## config.mk

```make
export PLATFORM = sky130hd
export DESIGN_NAME = crc_sequencer
export DESIGN_NICKNAME = d
export VERILOG_FILES = /design/src/rtl/crc_sequencer_pkg.sv /design/src/rtl/crc_sequencer_reflect8n.sv /design/src/rtl/crc_sequencer.sv
export SDC_FILE = /design/constraint.sdc
export NUM_CORES = 1
export LEC_CHECK = 0
export BUFFER_PORTS_ARGS = -buffer_cell sky130_fd_sc_hd__buf_2
export CORE_ASPECT_RATIO = 0.75
export CORE_MARGIN = 2
export CORE_UTILIZATION = 45
export CTS_CLUSTER_SIZE = 8
export DETAILED_ROUTE_END_ITERATION = 8
export GPL_TIMING_DRIVEN = 0
export PLACE_DENSITY = 0.64
export SLEW_MARGIN = 5
export SYNTH_ARGS = -nofsm -noshare
export SYNTH_HDL_FRONTEND = slang
export SYNTH_HIERARCHICAL = 1
export SYNTH_SLANG_ARGS = --single-unit
```

## constraint.sdc

```tcl
create_clock -name clk -period 2.9 [get_ports clk]
set_input_delay 0.145 -clock clk [delete_from_list [all_inputs] [get_ports clk]]
set_output_delay 0.145 -clock clk [all_outputs]
set_load 0.05 [all_outputs]
```

## src/rtl/crc_sequencer_pkg.sv

```systemverilog
// Shared sizes, FSM encoding, latched-configuration payload and bit helpers
// for the bit-serial CRC sequencer.
package crc_sequencer_pkg;

    localparam int unsigned MAX_BITS       = 32;
    localparam int unsigned MAX_BYTES      = MAX_BITS / 8;
    localparam int unsigned MAX_BYTE_WIDTH = 2;

    typedef enum logic [2:0] {
        ST_IDLE   = 3'd0,
        ST_ACCEPT = 3'd1,
        ST_SHIFT  = 3'd2,
        ST_FINAL  = 3'd3,
        ST_DONE   = 3'd4
    } state_e;

    typedef struct packed {
        logic [MAX_BYTE_WIDTH-1:0] bytewidth;
        logic [MAX_BITS-1:0]       poly;
        logic [MAX_BITS-1:0]       xorout;
        logic                      refin;
        logic                      refout;
    } crc_cfg_t;

    // All-ones in bits W-1:0 where W = 8*(bw+1); shift by 8*(MAX_BYTES-1-bw).
    function automatic logic [MAX_BITS-1:0] width_mask(input logic [MAX_BYTE_WIDTH-1:0] bw);
        return {MAX_BITS{1'b1}} >> {~bw, 3'b000};
    endfunction

    function automatic logic [7:0] rev8(input logic [7:0] b);
        return {b[0], b[1], b[2], b[3], b[4], b[5], b[6], b[7]};
    endfunction

endpackage

```

## src/rtl/crc_sequencer_reflect8n.sv

```systemverilog
// Reflects the low 8*(bytewidth+1) bits of a word: byte order is reversed and
// every byte is bit-reversed; bytes above the active width read as zero.
module crc_sequencer_reflect8n
    import crc_sequencer_pkg::*;
(
    input  logic [MAX_BITS-1:0]       data_i,
    input  logic [MAX_BYTE_WIDTH-1:0] bytewidth_i,
    output logic [MAX_BITS-1:0]       data_o
);

    logic [MAX_BYTES-1:0][7:0] in_b;
    logic [MAX_BYTES-1:0][7:0] out_b;

    assign in_b   = data_i;
    assign data_o = out_b;

    for (genvar k = 0; k < MAX_BYTES; k++) begin : g_byte
        logic [MAX_BYTE_WIDTH-1:0] src;
        assign src      = bytewidth_i - MAX_BYTE_WIDTH'(k);
        assign out_b[k] = (MAX_BYTE_WIDTH'(k) <= bytewidth_i) ? rev8(in_b[src]) : 8'h00;
    end

endmodule

```

## src/rtl/crc_sequencer.sv

```systemverilog
// Bit-serial CRC engine controller: latch config, take bytes over valid/ready,
// shift one bit per clock, then reflect/XOR and hold the result until consumed.
module crc_sequencer
    import crc_sequencer_pkg::*;
(
    input  logic                      clk,
    input  logic                      rst_n,
    input  logic                      start,
    input  logic [MAX_BYTE_WIDTH-1:0] cfg_bytewidth,
    input  logic [MAX_BITS-1:0]       cfg_poly,
    input  logic [MAX_BITS-1:0]       cfg_init,
    input  logic [MAX_BITS-1:0]       cfg_xorout,
    input  logic                      cfg_refin,
    input  logic                      cfg_refout,
    input  logic                      in_valid,
    output logic                      in_ready,
    input  logic [7:0]                in_data,
    input  logic                      in_last,
    output logic                      out_valid,
    input  logic                      out_ready,
    output logic [MAX_BITS-1:0]       out_crc,
    output logic                      busy
);

    state_e              state_q, state_d;
    crc_cfg_t            cfg_q;
    logic [MAX_BITS-1:0] crc_q;
    logic [7:0]          byte_q;
    logic [2:0]          bitcnt_q;
    logic                last_q;
    logic [MAX_BITS-1:0] out_crc_q;
    logic                in_ready_q;
    logic                out_valid_q;
    logic                busy_q;

    logic [MAX_BITS-1:0] mask_w;
    logic                fb;
    logic [MAX_BITS-1:0] crc_shift_d;
    logic [MAX_BITS-1:0] crc_rev;
    logic [MAX_BITS-1:0] crc_final_d;

    assign in_ready  = in_ready_q;
    assign out_valid = out_valid_q;
    assign out_crc   = out_crc_q;
    assign busy      = busy_q;

    crc_sequencer_reflect8n u_reflect (
        .data_i      (crc_q),
        .bytewidth_i (cfg_q.bytewidth),
        .data_o      (crc_rev)
    );

    // Next state
    always_comb begin
        state_d = state_q;
        case (state_q)
            ST_IDLE:   if (start) state_d = ST_ACCEPT;
            ST_ACCEPT: if (in_valid && in_ready_q) state_d = ST_SHIFT;
            ST_SHIFT:  if (bitcnt_q == 3'd7) state_d = last_q ? ST_FINAL : ST_ACCEPT;
            ST_FINAL:  state_d = ST_DONE;
            ST_DONE:   if (out_ready) state_d = ST_IDLE;
            default:   state_d = ST_IDLE;
        endcase
    end

    // One MSB-first polynomial step; register top bit sits at W-1 for every width
    always_comb begin
        mask_w      = width_mask(cfg_q.bytewidth);
        fb          = crc_q[{cfg_q.bytewidth, 3'b111}] ^ byte_q[7];
        crc_shift_d = ((crc_q << 1) ^ (fb ? cfg_q.poly : '0)) & mask_w;
        crc_final_d = ((cfg_q.refout ? crc_rev : crc_q) ^ cfg_q.xorout) & mask_w;
    end

    // Flag outputs are registered from the next state so they track the state exactly
    always_ff @(posedge clk or negedge rst_n) begin
        if (!rst_n) begin
            state_q     <= ST_IDLE;
            cfg_q       <= '0;
            crc_q       <= '0;
            byte_q      <= '0;
            bitcnt_q    <= '0;
            last_q      <= 1'b0;
            out_crc_q   <= '0;
            in_ready_q  <= 1'b0;
            out_valid_q <= 1'b0;
            busy_q      <= 1'b0;
        end else begin
            state_q     <= state_d;
            in_ready_q  <= (state_d == ST_ACCEPT);
            out_valid_q <= (state_d == ST_DONE);
            busy_q      <= (state_d != ST_IDLE);
            case (state_q)
                ST_IDLE: begin
                    if (start) begin
                        cfg_q.bytewidth <= cfg_bytewidth;
                        cfg_q.poly      <= cfg_poly;
                        cfg_q.xorout    <= cfg_xorout;
                        cfg_q.refin     <= cfg_refin;
                        cfg_q.refout    <= cfg_refout;
                        crc_q           <= cfg_init & width_mask(cfg_bytewidth);
                    end
                end
                ST_ACCEPT: begin
                    if (in_valid && in_ready_q) begin
                        byte_q   <= cfg_q.refin ? rev8(in_data) : in_data;
                        last_q   <= in_last;
                        bitcnt_q <= 3'd0;
                    end
                end
                ST_SHIFT: begin
                    crc_q    <= crc_shift_d;
                    byte_q   <= byte_q << 1;
                    bitcnt_q <= bitcnt_q + 3'd1;
                end
                ST_FINAL: begin
                    out_crc_q <= crc_final_d;
                end
                default: ;
            endcase
        end
    end

endmodule
```

# Word level (Yosys, flattened, before mapping)
# Cells that the tools add are included.
[classes]
n_reduce_logical = 9
n_shift = 2
n_eq_ne = 9
order_cmp = 9
muxes = 29
add_sub_neg = 4
bitwise_logic = 8
[op_table]
columns = ["op", "n"]
rows = [
  ["AND 32 bit", 3],
  ["2-to-1 mux 32 bit", 3],
  ["2-to-1 mux 8 bit", 10],
  ["binary-select mux 8 bit (select 2 bit)", 4],
  ["case mux 32 bit (2 select lines)", 1],
  ["right shift 32 x 5 -> 32 bit (first input constant)", 2],
  ["bitwise XOR 32 bit", 2],
  ["case mux 8 bit (2 select lines)", 1],
  ["2-to-1 mux 3 bit", 5],
  ["case mux 3 bit (5 select lines)", 1],
  ["< comparator 2 x 3 -> 1 bit (second input constant)", 4],
  ["equality test 3 bit (second input constant)", 3],
  ["AND reduction 2 bit", 4],
  ["equality test 3 x 1 -> 1 bit (second input constant)", 2],
  ["equality test 3 x 2 -> 1 bit (second input constant)", 2],
  ["< comparator 5 x 6 -> 1 bit (second input constant)", 1],
  ["case mux 3 bit (2 select lines)", 1],
  ["<= comparator 1 x 2 -> 1 bit (first input constant)", 2],
  ["<= comparator 2 bit (first input constant)", 2],
  ["inequality test 2 bit (second input constant)", 2],
  ["NOT 2 bit", 2],
  ["nonzero test 2 bit", 2],
  ["subtractor 2 bit (second input constant)", 2],
  ["adder 3 x 1 -> 3 bit (second input constant)", 1],
  ["other kinds (8)", 8],
]
[totals]
ff_bits = 150
inputBits = 114
out_inout_bits = 35
elab_cells = 84

# Logic depth before layout (Yosys ltp)
[logic_depth]
ltp_word = 7
ltp_mapped = 11
ltp_nobuf = 7

# Modules after synthesis
# Netlist, hierarchy kept.
[by_module_without_submodules]
columns = ["module", "n_inst", "area_per_inst_um2", "cells_per_inst", "seq_area_each_um2"]
rows = [
  ["crc_sequencer", 1, 7450.9, 791, 3753.6],
  ["crc_sequencer_reflect8n", 1, 815.8, 84, 0.0],
]

# Worst setup path before layout
# Ideal clock, no wire load.
[synth_timing]
path_type = "register to register"
startpoint = "register cfg_q[66] (netlist bit)"
endpoint = "register out_crc_q[10] (netlist: out_crc[10])"
period_less_slack_ns = 2.336
t_required_ns = 2.805
setup_slack_ns = 0.564
path_buffers = 4
stages_incl_launch_ff = 12
setup_ns = 0.095
arrival_ns = 2.241
cell_sequence = "dfrtp_1 > buf_6 > buf_12 > buf_6 > inv_1 > ha_1 > or2_2 > clkbuf_1 > o22ai_1 > mux2i_1 > xor2_1 > o31ai_1"
[synth_via]
elab_chain_len = 7
elab_cells_between_ends = 10
cone_classes = "1 x add/sub; 1 x order compare; 1 x shift; 4 x mux; 3 x bitwise"
[synth_rtl]
columns = ["item", "line_no", "rtl"]
rows = [
  ["start, declared", "crc_sequencer.sv:26", "crc_cfg_t cfg_q;"],
  ["subtractor 2 x 1 -> 2 bit", "crc_sequencer_reflect8n.sv:19", "assign src = bytewidth_i - MAX_BYTE_WIDTH'(k);"],
  ["binary-select mux 8 bit (select 2 bit)", "crc_sequencer_reflect8n.sv:20", "assign out_b[k] = (MAX_BYTE_WIDTH'(k) <= bytewidth_i) ? rev8(in_b[src]) : 8'h00;"],
  ["2-to-1 mux 8 bit (implied by the code)", "crc_sequencer_reflect8n.sv:20", ""],
  ["2-to-1 mux 8 bit *", "crc_sequencer_reflect8n.sv:20", ""],
  ["via crc_rev[10]", "crc_sequencer.sv:39", "logic [MAX_BITS-1:0] crc_rev;"],
  ["2-to-1 mux 32 bit *", "crc_sequencer.sv:71", "crc_final_d = ((cfg_q.refout ? crc_rev : crc_q) ^ cfg_q.xorout) & mask_w;"],
  ["bitwise XOR 32 bit *", "crc_sequencer.sv:71", ""],
  ["AND 32 bit *", "crc_sequencer.sv:71", ""],
  ["end signal, assigned", "crc_sequencer.sv:116", "out_crc_q <= crc_final_d;"],
  ["end, declared", "crc_sequencer.sv:31", "logic [MAX_BITS-1:0] out_crc_q;"],
]
# Mark *: on every way through the listed nets, which the timed path passes. The rest lies on a longest branch. The select of a mux whose other input is x is not followed.
# A chain may end at the register's enable or synchronous reset.

# Worst setup path after layout
[layout_timing]
startpoint = "register cfg_q[66] (netlist bit)"
endpoint = "register out_crc_q[8] (netlist: out_crc[8])"
# Same word-level chain as after synthesis.

==> results.md <==
* Starting Density at 46.4%
* Pwr Density at 1180 nW/um2
* Slew @ Worst Pin at 0.900 ns
* GRT Residual Overflow at 0
* First drt pass iteration count at 8
* Sequential fraction of the synthesis area at 45.4%
* Fin crit period at 2.71 ns
* Rel. slew slack at 40.0%
* Pre-CTS setup slack at 0.139 ns
* Synthesized cell area at 8270 um2
* Most common cell after layout, fill and taps aside: nand2_1
* Initial antenna violation count at 0
* Setup slack after layout at 0.192 ns
* R2r endpoint: out_crc[8]$_DFFE_PN0N_
* CP Max Fanout at 10
* Worst min-delay path startpoint: cfg_init[13]
* Async set or reset register ratio after synthesis at 100%
* Share of cells above drive strength 1 at 19.8%
* Post-synth top area cell: dfrtp_1
* Worst r2r src: cfg_q[66]$_DFFE_PN0P_
* Final setup violation count at 0
* Core Rows at 42
* Critical path's largest stage delay at 0.42 ns
* CTS tree: built
* Area delta synth->final at 30.7%
* Max rail drop VDD at 0.507 mV
* Via Count at 7638
* Crit. End Element: register
* Antenna diode count at 0
* Max-slew violations at 0
* CP delay by family, top: buffers and inverters
* PortBufs at 146
* Dpl hpwl at 17700 um
* Yosys cell types at 54
* Status: completed
* Clk slew on worst S/H paths at 0.07 ns
* CTS Buf Count at 17
* R2r worst-path depth at 11
* Most frequent CP cell: buf_6
* RSZ-0062 raised after global routing: false
* Syn_nets at 994
* CP arrival at 3.05 ns
* Avg WL per Cell at 18.6 um
* Num ports at 149
* Syn_area_per_cell at 9.45 um2
* First-pass GRT wire length at 40600 um
* Core Area at 17800 um2
* DRC viols at 0
* Synth top area cells: dfrtp_1, nand2_1, mux2i_1
* Number of synthesized flops with an enable pin at 0
* Worst skew pair latency at 0.43 ns
* # nets final at 1244
* Synth warnings at 6
* Leak at 5.10 nW
* Die X at 161 um
* CTS Sinks at 150
* WS Path Type: register to register
* Clock buffer depth at 2
* Period utilisation layout at 93.4%
* Worst Hold Path Cells at 3
* Critical-path cell list: buf_6, buf_12, buf_6, inv_1, ha_1, or2_2, clkbuf_1, o22ai_1, mux2i_1, xor2_1, o31ai_1
* Number of antenna-violating nets in the routed design at 0
* Vias in the first global route at 7459
* Area share of the largest cell type after synthesis at 45.4%
* Most frequent cells in the layout: nand2_1, buf_2, dfrtp_1
* GPL Wtd Cong at 0.926
* Buf+Inv Stages, Crit Path at 5
* Vias per inst at 5.53
* DRT iter0 DRCs at 792
* Root Buffer: clkbuf_16
* Min-delay worst type: input pin to register
* WL final at 25700 um
* Hold Slack at 0.0158 ns
* Yosys reg bits at 150
* Total GRT Usage at 27.1%
* Die height at 121 um
* Post-synth top flop: dfrtp_1
* Worst Hold End: crc_q[13]$_DFFE_PN0P_
* Die area at 19500 um2
* CP required at 3.24 ns
* Syn Inst Count at 875
* Pin count of the biggest net entering global routing at 77
* R2R setup slack at 0.19 ns
* Number of max-cap violations at 0
* Crit path launch type: register
* Filler cell count at 1546
* FMAX at 369 MHz
* CP max-delay cell: dfrtp_2
* Htree depth at 4
* Clk_skew at 0.0101 ns
* Final Hold Violating Endpoints at 0
## logic make-up (layout without fill, tap and decap cells)
kind of cell	after synthesis	after routing	synth area share (%)
muxes	98	98	13.5
buffers and inverters	90	353	5.06
AOI/OAI and AO/OA	157	157	12.8
DFF	150	150	45.4
and+or+nand+nor	341	341	18.8
xor gates and xnor gates	34	34	3.69
adders and majority gates	5	5	0.757
## layer usage
metal / vias up / share of wire (%) / GRT usage, % / routed length (um)
li1: 3607 / - / - / -
met1: 3697 / 48 / 40.1 / 12400
met2: 306 / 44 / 41.1 / 11200
met3: 28 / 6.5 / 4.75 / 1670
met4: 0 / 1.6 / 7.15 / 403
met5: - / 0 / 0 / 0
## final cells by class
class	instances	area, um2	share of cell area (%)
clock buffer	22	484	4.48
sequential	150	3750	34.8
buffer	62	315	2.92
timing repair buffer	231	1600	14.8
tap	242	303	2.80
clock inverter	10	143	1.32
inverter	28	105	0.973
multi-input combinational	635	4100	37.9
## per-stage QoR
stage	total power, mW	instance area, um2	utilization, %	instances	TNS, ns
6_report	12.8	10800	60.6	1380	0
4_1_cts	12.7	10800	60.5	1377	0
3_5_place_dp	10.2	9340	52.4	1264	0
3_3_place_gp	10.1	9300	52.2	1263	-80.73
2_1_floorplan	8.35	8270	-	875	0
5_1_grt	13.6	10800	60.6	1380	0
## flip-flops by register name, summed over array words and instances (netlist names)
register	flops
cfg_q	68
crc_q	32
out_crc	32
byte_q	8
bitcnt_q	3
state_q	3
busy	1
in_ready	1
last_q	1
out_valid	1
## worst max-delay path by stage
| stage | cells after the start | from | slack, ns | to |
|---|---|---|---|---|
| after floorplan | 11 | cfg_q[66]$_DFFE_PN0P_ | 0.56 | out_crc[10]$_DFFE_PN0N_ |
| after global placement | 1 | rst_n | -0.55 | cfg_q[38]$_DFFE_PN0P_ |
| after detailed placement | 11 | cfg_q[66]$_DFFE_PN0P_ | 0.14 | out_crc[8]$_DFFE_PN0N_ |
| after CTS | 11 | cfg_q[66]$_DFFE_PN0P_ | 0.12 | out_crc[8]$_DFFE_PN0N_ |
| after global routing | 9 | cfg_q[67]$_DFFE_PN0P_ | 0.05 | out_crc[8]$_DFFE_PN0N_ |
| final | 11 | cfg_q[66]$_DFFE_PN0P_ | 0.19 | out_crc[8]$_DFFE_PN0N_ |
## power breakdown
group	total, mW	internal, mW	switching, mW
combinational	6.34	2.43	3.91
sequential	4.10	3.04	1.06
clock	2.36	1.45	0.914
## synth_stat cells, drive strengths merged, types with 17 or more instances
| cell | instances |
|---|---|
| nand3 | 33 |
| mux2i | 74 |
| xor2 | 17 |
| nor2 | 17 |
| inv | 27 |
| clkbuf | 33 |
| buf | 29 |
| xnor2 | 17 |
| o22ai | 40 |
| dfrtp | 150 |
| nand2 | 219 |
| o21ai | 41 |
## timing repair
item / 4_1_cts / 5_1_grt
setup endpoints to repair: 0 / 8
buffers inserted: 0 / 3
hold endpoints to repair: 154 / 0
hold buffers: 81 / 0
gates resized for setup: 0 / 2
## tightest hold or removal path, delay by kind of cell
family / cells / cell delay (ns)
compound gates: 1 / 0.09
buf+inv: 1 / 0.09
simple gates: 1 / 0.09
Power figures use the tool's default switching activity.
